--- src/rtl/ir_frame_encoder.sv ---
// ir_frame_encoder: drives a parallel-load shift register and turns its serial
// output into a pulse-width-coded IR frame (start mark, spaced data marks, gap),
// producing both the raw envelope and the carrier-modulated LED drive.
module ir_frame_encoder #(
    parameter int unsigned N            = 12,
    parameter int unsigned UNIT_CYCLES  = 30000,
    parameter int unsigned CARRIER_HALF = 625,
    parameter int unsigned GAP_UNITS    = 75
) (
    input  logic         i_clk,
    input  logic         i_reset_n,
    input  logic         i_start,
    input  logic [N-1:0] i_code,
    input  logic         i_sr_sout,
    output logic [N-1:0] o_sr_pin,
    output logic         o_sr_load,
    output logic         o_sr_enable,
    output logic         o_envelope,
    output logic         o_ir,
    output logic         o_busy,
    output logic         o_done
);

    localparam int unsigned UC_W      = $clog2(UNIT_CYCLES);
    localparam int unsigned MAX_UNITS = (GAP_UNITS > 4) ? GAP_UNITS : 4;
    localparam int unsigned UN_W      = $clog2(MAX_UNITS);
    localparam int unsigned BC_W      = $clog2(N + 1);
    localparam int unsigned CC_W      = $clog2(CARRIER_HALF + 1);

    typedef enum logic [2:0] {
        S_IDLE,
        S_START,
        S_SPACE,
        S_MARK,
        S_GAP
    } state_t;

    state_t          r_state;
    logic [UC_W-1:0] r_unit_cyc;
    logic [UN_W-1:0] r_units;
    logic [BC_W-1:0] r_bit_cnt;
    logic            r_bit;
    logic [CC_W-1:0] r_car_cnt;
    logic            r_car_phase;
    logic            r_done;

    logic            w_tick;
    logic [UN_W-1:0] w_last_idx;
    logic            w_state_end;
    logic            w_accept;
    logic            w_fetch;
    logic            w_in_mark;

    // Index of the final unit of the current state; data marks stretch to two units for a 1.
    always_comb begin
        w_last_idx = '0;
        case (r_state)
            S_START: w_last_idx = UN_W'(3);
            S_MARK:  w_last_idx = r_bit ? UN_W'(1) : UN_W'(0);
            S_GAP:   w_last_idx = UN_W'(GAP_UNITS - 1);
            default: w_last_idx = '0;
        endcase
    end

    assign w_tick      = (r_unit_cyc == UC_W'(UNIT_CYCLES - 1));
    assign w_state_end = w_tick && (r_units == w_last_idx);
    assign w_accept    = (r_state == S_IDLE) && i_start;
    assign w_fetch     = (r_state == S_SPACE) && w_state_end && (r_bit_cnt != BC_W'(N));
    assign w_in_mark   = (r_state == S_START) || (r_state == S_MARK);

    // Shift register control is combinational so load/shift land on the same edge as the decision.
    assign o_sr_pin    = i_code;
    assign o_sr_load   = w_accept;
    assign o_sr_enable = w_accept || w_fetch;

    assign o_envelope  = w_in_mark;
    assign o_ir        = w_in_mark && r_car_phase;
    assign o_busy      = (r_state != S_IDLE);
    assign o_done      = r_done;

    // Frame sequencer: state, unit timing, bit capture, carrier and done pulse.
    always_ff @(posedge i_clk or negedge i_reset_n) begin
        if (!i_reset_n) begin
            r_state     <= S_IDLE;
            r_unit_cyc  <= '0;
            r_units     <= '0;
            r_bit_cnt   <= '0;
            r_bit       <= 1'b0;
            r_car_cnt   <= '0;
            r_car_phase <= 1'b1;
            r_done      <= 1'b0;
        end else begin
            r_done <= 1'b0;

            // Carrier free-runs only inside a mark; parked at phase high so each mark starts high.
            if (w_in_mark) begin
                if (r_car_cnt == CC_W'(CARRIER_HALF - 1)) begin
                    r_car_cnt   <= '0;
                    r_car_phase <= ~r_car_phase;
                end else begin
                    r_car_cnt <= r_car_cnt + CC_W'(1);
                end
            end else begin
                r_car_cnt   <= '0;
                r_car_phase <= 1'b1;
            end

            // Unit timing restarts at every state boundary.
            if (r_state == S_IDLE) begin
                r_unit_cyc <= '0;
                r_units    <= '0;
            end else if (w_tick) begin
                r_unit_cyc <= '0;
                r_units    <= (r_units == w_last_idx) ? '0 : r_units + UN_W'(1);
            end else begin
                r_unit_cyc <= r_unit_cyc + UC_W'(1);
            end

            case (r_state)
                S_IDLE: begin
                    if (i_start) begin
                        r_state   <= S_START;
                        r_bit_cnt <= '0;
                    end
                end
                S_START: begin
                    if (w_state_end) r_state <= S_SPACE;
                end
                S_SPACE: begin
                    if (w_state_end) begin
                        if (r_bit_cnt == BC_W'(N)) begin
                            r_state <= S_GAP;
                        end else begin
                            r_bit   <= i_sr_sout;
                            r_state <= S_MARK;
                        end
                    end
                end
                S_MARK: begin
                    if (w_state_end) begin
                        r_bit_cnt <= r_bit_cnt + BC_W'(1);
                        r_state   <= S_SPACE;
                    end
                end
                S_GAP: begin
                    if (w_state_end) begin
                        r_state <= S_IDLE;
                        r_done  <= 1'b1;
                    end
                end
                default: r_state <= S_IDLE;
            endcase
        end
    end

endmodule

--- config.mk ---
export PLATFORM = sky130hd
export DESIGN_NAME = ir_frame_encoder
export DESIGN_NICKNAME = d
export VERILOG_FILES = /design/src/rtl/ir_frame_encoder.sv
export SDC_FILE = /design/constraint.sdc
export NUM_CORES = 1
export LEC_CHECK = 0
export BUFFER_PORTS_ARGS = -buffer_cell sky130_fd_sc_hd__buf_2
export CAP_MARGIN = 20
export CORE_UTILIZATION = 31
export DETAILED_ROUTE_END_ITERATION = 12
export PLACE_DENSITY = 0.6
export SYNTH_ARGS = -nofsm -noshare
export SYNTH_HDL_FRONTEND = slang
export SYNTH_SLANG_ARGS = --single-unit
export TNS_END_PERCENT = 100
--- constraint.sdc ---
create_clock -name i_clk -period 1.93 [get_ports i_clk]
set_input_delay 0.2895 -clock i_clk [delete_from_list [all_inputs] [get_ports i_clk]]
set_output_delay 0.2895 -clock i_clk [all_outputs]
set_load 0.1 [all_outputs]
==> results of run 1 <==
[cell families (layout without fill, tap and decap cells)]
group                      count (synthesis)  in the layout  share of synthesized area, %
xor gates and xnor gates                  23             23                          8.31
DFF                                       42             42                          43.4
AOI/OAI and AO/OA                         23             23                          7.02
adders and majority gates                  6              6                          3.10
muxes                                      3              3                          1.50
and+or+nand+nor                          129            129                          29.7
buffers and inverters                     31             83                          6.97
[metal layers]
metal / vias to the layer above / wire, microns / global-route usage, %
li1: 985 / - / -
met1: 940 / 2530 / 18.7
met2: 23 / 2520 / 22.8
met3: 6 / 201 / 2.78
met4: 0 / 87 / 6.18
met5: - / 0 / 0
[Yosys cell counts, drive strengths merged, types with 4 or more instances]
| master | instances | share of area, % |
|---|---|---|
| dfrtp | 41 | 42 |
| nand3 | 24 | 5.2 |
| a21oi | 5 | 1.2 |
| and4 | 4 | 1.4 |
| nand2 | 23 | 3.6 |
| buf | 18 | 5.0 |
| nand2b | 4 | 1.0 |
| nor2 | 30 | 4.6 |
| and3 | 6 | 1.5 |
| o21ai | 4 | 0.83 |
| nor3 | 6 | 1.7 |
| ha | 6 | 3.1 |
| or4 | 6 | 2.0 |
| o211ai | 4 | 1.2 |
| xor2 | 14 | 5.1 |
| and2 | 4 | 1.0 |
| inv | 11 | 1.7 |
| nand4 | 4 | 1.3 |
| xnor2 | 9 | 3.3 |
[cells in the final DEF (no fill, tap or decap), types with 3 or more instances in the layout]
cell | netlist | final
sky130_fd_sc_hd__or4_4 | 1 | 3
sky130_fd_sc_hd__inv_1 | 9 | 8
sky130_fd_sc_hd__nand2_1 | 23 | 21
sky130_fd_sc_hd__nand3_1 | 23 | 22
sky130_fd_sc_hd__buf_12 | 0 | 4
sky130_fd_sc_hd__buf_4 | 12 | 48
sky130_fd_sc_hd__clkbuf_8 | 0 | 6
sky130_fd_sc_hd__or2_1 | 2 | 3
sky130_fd_sc_hd__nand4_1 | 3 | 3
sky130_fd_sc_hd__a21oi_1 | 4 | 3
sky130_fd_sc_hd__ha_1 | 6 | 5
sky130_fd_sc_hd__and3_1 | 6 | 6
sky130_fd_sc_hd__xor2_1 | 14 | 14
sky130_fd_sc_hd__buf_6 | 0 | 6
sky130_fd_sc_hd__buf_2 | 6 | 4
sky130_fd_sc_hd__and2_1 | 4 | 3
sky130_fd_sc_hd__nand2b_1 | 4 | 4
sky130_fd_sc_hd__dfrtp_1 | 41 | 39
sky130_fd_sc_hd__and4_1 | 4 | 3
sky130_fd_sc_hd__o21ai_1 | 4 | 3
sky130_fd_sc_hd__xnor2_1 | 9 | 9
sky130_fd_sc_hd__nor2_1 | 30 | 30
sky130_fd_sc_hd__o211ai_1 | 4 | 4
sky130_fd_sc_hd__or4_1 | 5 | 3
sky130_fd_sc_hd__nor3_1 | 4 | 3
[critical path: stages, from the launching register on]
cell                       delay, ns
sky130_fd_sc_hd__dfrtp_1        0.38
sky130_fd_sc_hd__a2111o_1       0.43
sky130_fd_sc_hd__a21oi_2        0.12
sky130_fd_sc_hd__nand3_2        0.08
sky130_fd_sc_hd__or4_4          0.57
sky130_fd_sc_hd__nand2_8        0.08
sky130_fd_sc_hd__buf_12         0.16
[through the flow]
stage	cell area, sq um	std cells	power, W
after CTS	3130	405	0.00181
after global routing	3250	408	0.00185
after global placement	2900	391	0.000925
after floorplan	2460	257	0.00102
after detailed placement	2900	391	0.000926
final	3250	408	0.00178
[timing repair]
item | 4_1_cts | 5_1_grt
endpoints found under the setup margin | 11 | 17
endpoints found under the hold margin | 0 | 0
pin swaps | 6 | 12
buffers inserted | 7 | 4
gates resized for setup | 10 | 25
[cell type report]
| type | count | share of cell area, % |
|---|---|---|
| multi-input cells | 184 | 41.1 |
| flip-flops and latches | 42 | 32.4 |
| repair buffers | 64 | 16.9 |
| well taps | 99 | 3.81 |
| clock buffers | 6 | 2.54 |
| clock inverters | 2 | 1.85 |
| inverters | 11 | 1.38 |
[registers in the layout, summed over array words and instances (netlist names)]
signal	count
r_unit_cyc	15
r_car_cnt	10
r_units	7
r_bit_cnt	4
r_state	3
o_done	1
r_bit	1
r_car_phase	1
[power by group through the flow]
| stage | Combinational (W) | Sequential [W] | Clock [W] |
|---|---|---|---|
| CTS | 0.0000281 | 0.000881 | 0.000900 |
| floorplan | 0.000119 | 0.000898 | 0 |
| finish | 0.0000255 | 0.000881 | 0.000875 |
| global route | 0.0000305 | 0.000881 | 0.000937 |
| detailed placement | 0.0000273 | 0.000898 | 0 |
| global placement | 0.0000263 | 0.000899 | 0 |
[path summary, 6_finish.rpt]
kind	start	end	cells past startpoint
setup / recovery	r_units[1]	o_sr_enable	6
hold / removal	i_reset_n	r_car_cnt[0]	1
setup reg to reg	r_units[1]	r_bit	6
hold reg to reg	r_car_cnt[0]	r_car_cnt[0]	1
max in group asynchronous	i_reset_n	r_unit_cyc[10]	2
min in group i_clk	i_sr_sout	r_bit	2
==> results.md, run 1 <==
- In this run the power density over the cells is 547 nW/um^2.
- Of all nets on the critical path, the largest fanout is 2.
- When the netlist entered floorplanning its net count stood at 279.
- The number of max-slew violations in the final report was 0.
- The minimum clock period is 2.42 ns.
- The final worst clock skew is 0.0148 ns.
- After synthesis, flip-flops and latches occupy 43.4% of the total area.
- The analysis attributes to cell leakage a power of 1.44 nW.
- The commonest register cell after synthesis is sky130_fd_sc_hd__dfrtp_1.
- Counting the fill cells in the layout gives 684.
- 34 I/O pins were placed.
- Routability-driven placement finished with a final weighted congestion of 0.828.
- The post-DP HPWL is 3750 microns.
- The total length of routed wires is 5340 microns.
- The post-route worst setup slack is -0.491 ns.
- The start-to-end type of the worst setup path is flip-flop to output pin.
- The H-tree generated during clock tree synthesis spans 2 levels.
- The tree is rooted in a sky130_fd_sc_hd__clkbuf_8.
- The post-synthesis instance total is 257.
- Summed over all failing endpoints, the final setup total negative slack is -0.808 ns.
- The core area is 7410 sq um.
- The part of the power in the clock network is 49.1%.
- The internal power consumption is 0.00144 W.
- The number of antenna cells inserted is 0.
- The setup slack on the worst flop-to-flop path is -0.20 ns.
- Entering global routing, the biggest net connects 30 pins.
- For this run, design rule violations remaining after detail routing come to 0.
- The global routing usage summed across all routing layers is 14.3%.
- STA classifies the critical path startpoint as a flip-flop.
- The achievable clock frequency is 0.413 GHz.
- The first detailed-routing pass ran for 6 iterations.
- The global-route wire length before repair is 9290 microns.
- The arrival time at the worst endpoint is 2.13 ns.
- The flow ran to the end, but the final reports show violations.
- Summing all flip-flop and latch instances after layout gives 1050 sq um.
- The total via count after detailed routing is 1954.
- Setup repair after global routing could not meet its margin everywhere.
- The net switching fraction of the power is 19.3%.
- At the end of the flow the core is filled with cells to 43.9%.
- The CTS tree is yes.
- The portion of the clock cycle consumed by the worst path in the final layout is 125%.
- In the final layout, the share of cells above drive strength 1 is 35.3%.
- The analysis attributes to net switching a power of 0.000343 W.
- The clock passes through at most 2 buffers.
- The multi-input combinational cells in the finished layout cover a total of 1340 sq um.
- Prior to clock tree synthesis, the placed netlist has a worst setup slack of -0.193 ns.
- The vertical die dimension is 90.4 microns.
- The clock-pin slew on the worst setup and hold paths is 0.09 ns.
- The routed length per instance is 13.1 microns.
- The die covers 8180 sq um.
- Data on the critical path is required at its endpoint by 1.64 ns.
- The worst hold slack across all endpoints is 0.00426 ns.
- The final count of hold timing violations is 0.
- The post-synthesis cell area is 2420 sq um.
- For this design, the sink count on the clock tree is 42.
- The remaining global-route overflow is 0.
- The async set or reset register ratio after synthesis is 100%.
- The later-pin clock latency in the skew report is 0.31 ns.
- Counting the buffers created by CTS gives 5.
- The number of DRC markers in iteration 0 is 73.
- The starting density of the core is 32.7%.
- Dividing the detail-routed via count by the number of cells gives 4.79.
- The synthesized design contains 42 register bits.
- The checks that failed: negative setup slack.
- The final setup violation count is 5.
- The average size of a mapped cell is 9.44 sq um.
- The tool flagged a number of max-cap violations equal to 0.
- The number of antenna violations at the first check in global routing is 0.
- The worst setup path is captured at an output pin.
- Across the VDD grid, the largest voltage drop is 0.269 mV.
- The final net count is 330.
- The number of global-route vias before repair came to 1897.
- Measured against its own limit, the worst slew margin works out to 55.9%.
- The die is 90.4 microns wide.
- Compared with the post-synthesis result, the final layout area differs by 34.2%.
- The actual slew at the worst max-slew pin is 0.662 ns.
- The number of routed nets with antenna violations is 0.
- The synthesized design contains 0 enable-type register cells.
- The tightest min-delay check is of the input pin to async pin type.
- For this design, the CTS-stage hold fixing added 0 buffers.
- The number of cell rows is 31.
- The share of total power dissipated in sequential elements is 49.5%.
- In this run the tool buffered the top-level ports with 9 buffer cells.
- Yosys printed 0 warnings.
- The distinct cell type count after synthesis is 52.
- Combinational logic is responsible for 1.4% of the overall power.
Note: power is estimated with default switching activity, not from simulation.
==> inputs of run 2 (changes only) <==
- CELL_PAD_IN_SITES_DETAIL_PLACEMENT: default -> 0
- CELL_PAD_IN_SITES_GLOBAL_PLACEMENT: default -> 1
- CORE_MARGIN: default -> 4
- PLACE_DENSITY: 0.6 -> 0.69
- clock period: 1.93 -> 2.5 ns (I/O delays scaled with it)
==> run 2 against run 1 <==
  * Clock skew fell by 0.0047 ns
  * Critical endpoint unchanged
  * Hold slack improved by 0.30 ns
  * Sequential share of layout area is 5.8 points higher
  * Clock power shrank 38%
  * Combinational power decreased by 27%
  * Via count down 6.9%
  * Total power decreased by 30%
  * Clock-buffer cell count fell by 1
  * Highest routed layer unchanged
  * Register-to-register slack better by 0.59 ns
  * Critical path type unchanged
  * Non-clock buffer count is 40 lower
  * First-iteration DRC count grew 53%
  * The flow now finishes without violations
==> results.md, run 2 (synthesis results as in run 1) <==
- The flow ran to the end, and the final reports show no timing, DRC or antenna violations.
- The worst setup path is launched from a flip-flop.
- For the pin with the worst max-slew slack, the measured transition is 0.536 ns.
- The endpoint identified for the worst register-to-register timing path is r_bit_cnt[2].
- The total of max-cap violations is 0.
- Once detail routing completed, the nets flagged for antenna violations numbered 0.
- The worst setup path endpoint is o_sr_enable.
- The vias per cell is 4.94.
- The timing startpoint of the critical path is r_state[0].
- The CTS tree is yes.
- The power density over cell area is 448 nW/um^2.
- The clock passes through at most 2 buffers.
- STA classifies the critical path endpoint as an output pin.
- Entering global routing, the biggest net connects 29 pins.
- Measured on the finished design, the core utilization comes to 37.4%.
- Final hold analysis gives a worst-case slack of 0.306 ns.
- Global routing used 11.4% of the available tracks across all layers.
- In this run the worst path has a maximum fanout of 8.
- The summed area of non-filler cells in the final layout is 2770 sq um.
- The total length of routed wires is 4800 microns.
- The worst register-to-register path begins at r_unit_cyc[0].
- Setup violations remaining at the end of the flow were counted as 0.
- After the first detailed-routing iteration, the DRC count stood at 112.
- The global placer's final weighted congestion is 0.817.
- The register with the most flip-flops in the layout has 15 of them.
- Summed over all nets, the half-perimeter wirelength after detailed placement is 3370 microns.
- At the later pin of the worst-skew pair, clock insertion delay measures 0.29 ns.
- The data required time at the worst endpoint is 2.12 ns.
- The number of global-route vias before repair was 1762.
- In this run the clock root is driven by a sky130_fd_sc_hd__clkbuf_8.
- The number of input and output port buffers inserted is 9.
- The clock buffer count from CTS is 5.
- The number of cells on the worst reg-to-reg path is 7.
- The start-to-end type of the worst setup path is flip-flop to output pin.
- Measured against its own limit, the worst slew margin works out to 63.7%.
- The final net count is 290.
- The final route contains 1819 vias.
- In this run the standard cell core region covers 7410 sq um.
- The remaining global-route overflow is 0.
- The die boundary width is 96.4 microns.
- In the layout the commonest cells are sky130_fd_sc_hd__dfrtp_1 (35), sky130_fd_sc_hd__nor2_1 (30), sky130_fd_sc_hd__nand3_1 (22), sky130_fd_sc_hd__nand2_1 (22).
- The total die area is 9300 sq um.
- The most flop-heavy register is r_unit_cyc.
- Clock-pin slew was measured on the worst setup and hold paths at 0.09 ns.
- The most common cell after layout, fill and taps aside is sky130_fd_sc_hd__dfrtp_1.
- The portion of the clock cycle consumed by the worst path in the final layout is 99.0%.
- Before antenna repair, the detailed router went through 4 iterations.
- The final count of hold timing violations came to 0.
- The initial utilization of the core area, before any placement, comes to 32.7%.
- The number of antenna violations at the first check in global routing is 0.
- Total power for the finished layout comes to 0.00124 W.
- The minimum clock period is 2.47 ns.
- The worst-case IR drop observed on VDD is 0.241 mV.
- The static leakage power is 1.16 nW.
- The final worst clock skew is 0.0101 ns.
- From synthesis to final layout, the design area changed by 14.3%.
- The setup slack on the worst flop-to-flop path is 0.39 ns.
- The achievable clock frequency is 0.404 GHz.
- The first global-routing pass estimated 8340 microns of wire.
- Setup repair after global routing could not meet its margin everywhere.
- The cell count of the worst hold path is 2.
- The count of clock tree sinks is 42.
- The fraction of layout instances using a drive strength above 1 is 21.2%.
- The number of cell rows is 31.
- The number of antenna cells inserted is 0.
- The routed length per instance is 13.0 microns.
- 34 I/O pins were placed.
- Fill cells in the final layout number 739.
- The CTS H-tree depth is 2.
- The vertical die dimension is 96.4 microns.
- The cell area after placement is 2560 sq um.
- The number of max-slew violations in the final report is 0.
- At the worst endpoint, the arrival time is 2.10 ns.
- The largest registers in the layout are r_unit_cyc x15, r_car_cnt x10, r_units x7.
- The count of unresolved DRC violations after routing is 0.
- The path class of the tightest hold or removal check is input pin to flip-flop.
run 2: cell count changes in the layout (fill, tap and decap cells not counted), moves of 3 or more:
cell	change
sky130_fd_sc_hd__dfrtp_1	-4
sky130_fd_sc_hd__buf_4	-34
sky130_fd_sc_hd__buf_6	-6
sky130_fd_sc_hd__buf_2	+3
sky130_fd_sc_hd__dfrtp_2	+4
run 2: final cells by class:
cell class                 instances  area (sq um)  area share [%]
timing repair buffer              24           190            6.86
inverter                          11          41.3            1.49
clock buffer                       5          68.8            2.48
sequential                        42          1060            38.2
tap                               99           124            4.47
multi-input combinational        184          1240            44.9
clock inverter                     3          43.8            1.58
run 2: worst min-delay path by stage:
stage,from,end
floorplan,i_reset_n,o_done
global placement,i_reset_n,r_bit_cnt[0]
detailed placement,i_reset_n,r_bit_cnt[0]
CTS,i_sr_sout,r_bit
global route,i_sr_sout,r_bit
finish,i_sr_sout,r_bit
run 2: repair_timing:
action | CTS | global route
buffers inserted | 1 | 5
gates resized for setup | 8 | 5
cloned | 0 | 0
hold endpoints to repair | 14 | 0
pin swaps | 0 | 1
hold buffers | 1 | 0
endpoints found under the setup margin | 1 | 1
run 2: power by group:
part / switching [W] / internal, W / total, W
clock: 0.000243 / 0.000299 / 0.000542
sequential: 0.000000639 / 0.000679 / 0.000680
combinational: 0.0000138 / 0.00000473 / 0.0000185
total: 0.000257 / 0.000984 / 0.00124
run 2: per-layer routing:
layer  track usage (%)  vias to the layer above  part of all wire, %
met1              15.9                      878                   49
met4              3.97                        0                  1.0
met5                 0                        -                    0
met3              2.40                        6                  2.8
li1                  -                      909                    -
met2              17.5                       26                   47
run 2: critical path: stages, from the launching register on:
cell	delay [ns]
sky130_fd_sc_hd__dfrtp_2	0.48
sky130_fd_sc_hd__nor3b_4	0.23
sky130_fd_sc_hd__and4_1	0.24
sky130_fd_sc_hd__a211oi_2	0.05
sky130_fd_sc_hd__or4_4	0.53
sky130_fd_sc_hd__nand2_4	0.10
sky130_fd_sc_hd__buf_12	0.17
run 2: metrics by stage:
stage | setup TNS [ns] | std cells | setup WS (ns)
2_1_floorplan | 0 | 257 | 0.167
3_3_place_gp | 0 | 353 | 0.288
3_5_place_dp | 0 | 353 | 0.256
4_1_cts | -0.0151 | 363 | -0.0151
5_1_grt | -0.0461 | 368 | -0.0461
6_report | 0 | 368 | 0.0255
==> inputs of run 3 (changes only) <==
- CORE_UTILIZATION: 31 -> 44
- CTS_CLUSTER_DIAMETER: default -> 30
- PLACE_DENSITY: 0.69 -> 0.9
==> run 3 against run 2 <==
  * Worst setup slack worse by 0.0061 ns
  * Routed wire length decreased by 5.9%
  * Largest power group unchanged
  * Fmax is 0.25% lower
  * Register-to-register slack got worse by 0.07 ns
  * Sequential power about the same
  * Utilization rose by 14 points
  * Via count up 0.77%
  * Total power down 7.5%
  * Design area shrank 2.5%
  * Clock-buffer cell count grew 2
  * Die area shrank 27%
  * Clock skew shrank 0.0045 ns
==> results.md, run 3 (synthesis results as in run 1) <==
- The flow ran to the end, and the final reports show no timing, DRC or antenna violations.
- From left edge to right edge, the die measures 82.2 microns.
- The actual slew at the worst max-slew pin is 0.911 ns.
- The number of antenna cells inserted is 0.
- The CTS tree is yes.
- In the layout the commonest cells are sky130_fd_sc_hd__dfrtp_1 (36), sky130_fd_sc_hd__nor2_1 (30), sky130_fd_sc_hd__nand3_1 (22), sky130_fd_sc_hd__nand2_1 (22), sky130_fd_sc_hd__buf_4 (15).
- The core area is 5240 sq um.
- In the final layout, the registers with the most flip-flops are r_unit_cyc x15, r_car_cnt x10, r_units x7.
- The H-tree generated during clock tree synthesis spans 2 levels.
- The length of the first detailed-routing pass in iterations is 4.
- Summing all placed instances gives a cell area of 2510 sq um.
- The total of max-cap violations is 0.
- In this run the count of I/O pins placed on the die edge is 34.
- The reg-to-reg startpoint is r_unit_cyc[0].
- The vertical die dimension is 82.2 microns.
- Traced cell by cell, the critical path runs through ha_2, and4_1, nand3_2, or4_4, nand2_4, buf_12.
- The congestion estimate from routability-driven global placement came to 0.797.
- Dividing total power by cell area gives a power density of 425 nW/um^2.
- Port buffering added 9 buffers.
- The path category of the worst min-delay check is input pin to async pin.
- The clock buffer count from CTS is 5.
- For the final routed database, the setup TNS stands at 0 ns.
- The library cell used most frequently in the layout, excluding fill and tap cells, is sky130_fd_sc_hd__dfrtp_1.
- Headroom to the max-slew limit came out at 39.3%.
- After clock tree synthesis, the clock-pin slew on the worst setup and hold paths is 0.08 ns.
- The number of antenna violations at the first check in global routing is 0.
- The count of unresolved DRC violations after routing is 0.
- The critical path is of the flip-flop to output pin type.
- The first global-routing pass estimated 8200 microns of wire.
- Ranked by flip-flop count, first place goes to r_unit_cyc.
- STA classifies the critical path endpoint as an output pin.
- The first routing iteration left 82 violations.
- Along the worst path, the maximum fanout reaches 3.
- The cell at the root of the clock tree is sky130_fd_sc_hd__clkbuf_8.
- Static timing analysis puts the maximum clock frequency at 0.403 GHz.
- From synthesis to final layout, the design area changed by 11.5%.
- After detailed routing, the number of vias per cell comes to 5.41.
- The final net count is 290.
- The data required time at the worst endpoint is 2.12 ns.
- The floorplan has 26 rows.
- The later-pin clock latency in the skew report is 0.29 ns.
- The setup slack on the worst flop-to-flop path is 0.32 ns.
- For this run the aggregate overflow at the end of global routing stands at 0.
- Dividing the detail-routed wire length by the instance count gives 13.3 microns.
- On the worst path, the slowest cell contributes a delay of 0.59 ns.
- The final count of hold timing violations is 0.
- The starting density of the core is 46.3%.
- The fraction of layout instances using a drive strength above 1 is 20.4%.
- The final worst clock skew is 0.00566 ns.
- Setup repair after global routing could not meet its margin everywhere.
- The final layout contains routed wiring with a total length of 4520 microns.
- The number of routed nets with antenna violations is 0.
- The register with the most flip-flops in the layout has 15 of them.
- The final setup violation count is 0.
- The post-placement setup slack is 0.293 ns.
- In the post-route analysis, the smallest setup slack over all paths is 0.0193 ns.
- The portion of the clock cycle consumed by the worst path in the final layout is 99.2%.
- The total via count after detailed routing is 1833.
- The number of global-route vias before repair is 1792.
- The count of fill cells added during filler insertion is 481.
- The clock tree buffer depth is 2.
- Summed over all cells, the static leakage comes to 1.15 nW.
- The summed area of non-filler cells in the final layout is 2700 sq um.
- The kind of start point of the critical path is a flip-flop.
- The cell with the largest stage delay on the worst path is sky130_fd_sc_hd__or4_4.
- The worst path needs 2.48 ns of the cycle, external delays included.
- For this run, the total global-route usage over all layers was measured as 15.5%.
- The worst supply voltage drop on vdd is 0.271 mV.
- The total die area is 6760 sq um.
- The count of clock tree sinks is 42.
- Once detailed placement completed, the half-perimeter wirelength came to 3010 microns.
- STA puts the critical path data arrival time at 2.11 ns.
- The count of cells along the worst register-to-register path is 7.
- The number of max-slew violations in the final report came to 0.
- The pin count of the biggest net entering global routing is 43.
- The end of the worst register-to-register path is r_bit_cnt[2].
-- run 3: how the worst max path moves through the flow --
stage / startpoint / endpoint / slack [ns]
3_3_place_gp: r_units[1] / o_sr_enable / 0.31
4_1_cts: r_state[1] / o_sr_enable / -0.02
3_5_place_dp: r_unit_cyc[0] / o_sr_enable / 0.29
2_1_floorplan: r_unit_cyc[0] / o_sr_enable / 0.17
6_report: r_unit_cyc[0] / o_sr_enable / 0.02
5_1_grt: r_unit_cyc[0] / o_sr_enable / -0.05
-- run 3: timing repair --
item                       4_1_cts  5_1_grt
pin swaps                        1        2
gates resized for setup          5        6
setup endpoints to repair        1        1
buffers inserted                 2        7
hold buffers                     0        0
-- run 3: per-layer routing --
metal / vias to the layer above / routed length, microns / track usage (%)
met5: - / 0 / 0
met4: 0 / 67 / 5.65
met3: 8 / 163 / 3.25
met2: 29 / 2100 / 23.9
met1: 896 / 2190 / 21.4
li1: 900 / - / -
-- run 3: area by class of cell --
class	count	area (sq um)	area share, %
Clock buffer	7	86.3	3.19
Clock inverter	1	5.00	0.185
Inverter	11	41.3	1.53
Multi-Input combinational cell	184	1240	45.7
Sequential cell	42	1060	39.2
Tap cell	70	87.6	3.24
Timing Repair Buffer	24	188	6.94
-- run 3: where the power goes --
group	switching (W)	total (W)	internal, W
registers	0.000000515	0.000680	0.000679
logic	0.0000130	0.0000157	0.00000271
clock network	0.000229	0.000452	0.000223
total	0.000242	0.00115	0.000905
-- run 3: metrics by stage --
stage / hold WS, ns / std cells / util (%) / total power (W)
finish: 0.204 / 339 / 51.6 / 0.00115
global route: 0.292 / 339 / 51.6 / 0.00120
CTS: 0.254 / 332 / 50.0 / 0.00117
detailed placement: 0.472 / 322 / 47.9 / 0.000711
global placement: 0.460 / 322 / 47.9 / 0.000711
floorplan: 0.0794 / 257 / - / 0.000785
-- run 3: worst max-delay path: cells and delay by family, from the launching register on --
family	cells	cell delay (ns)
AND/OR/NAND/NOR	4	1.05
buffers and inverters	1	0.17
adder cells (fa/ha/maj)	1	0.21
flip-flops	1	0.38
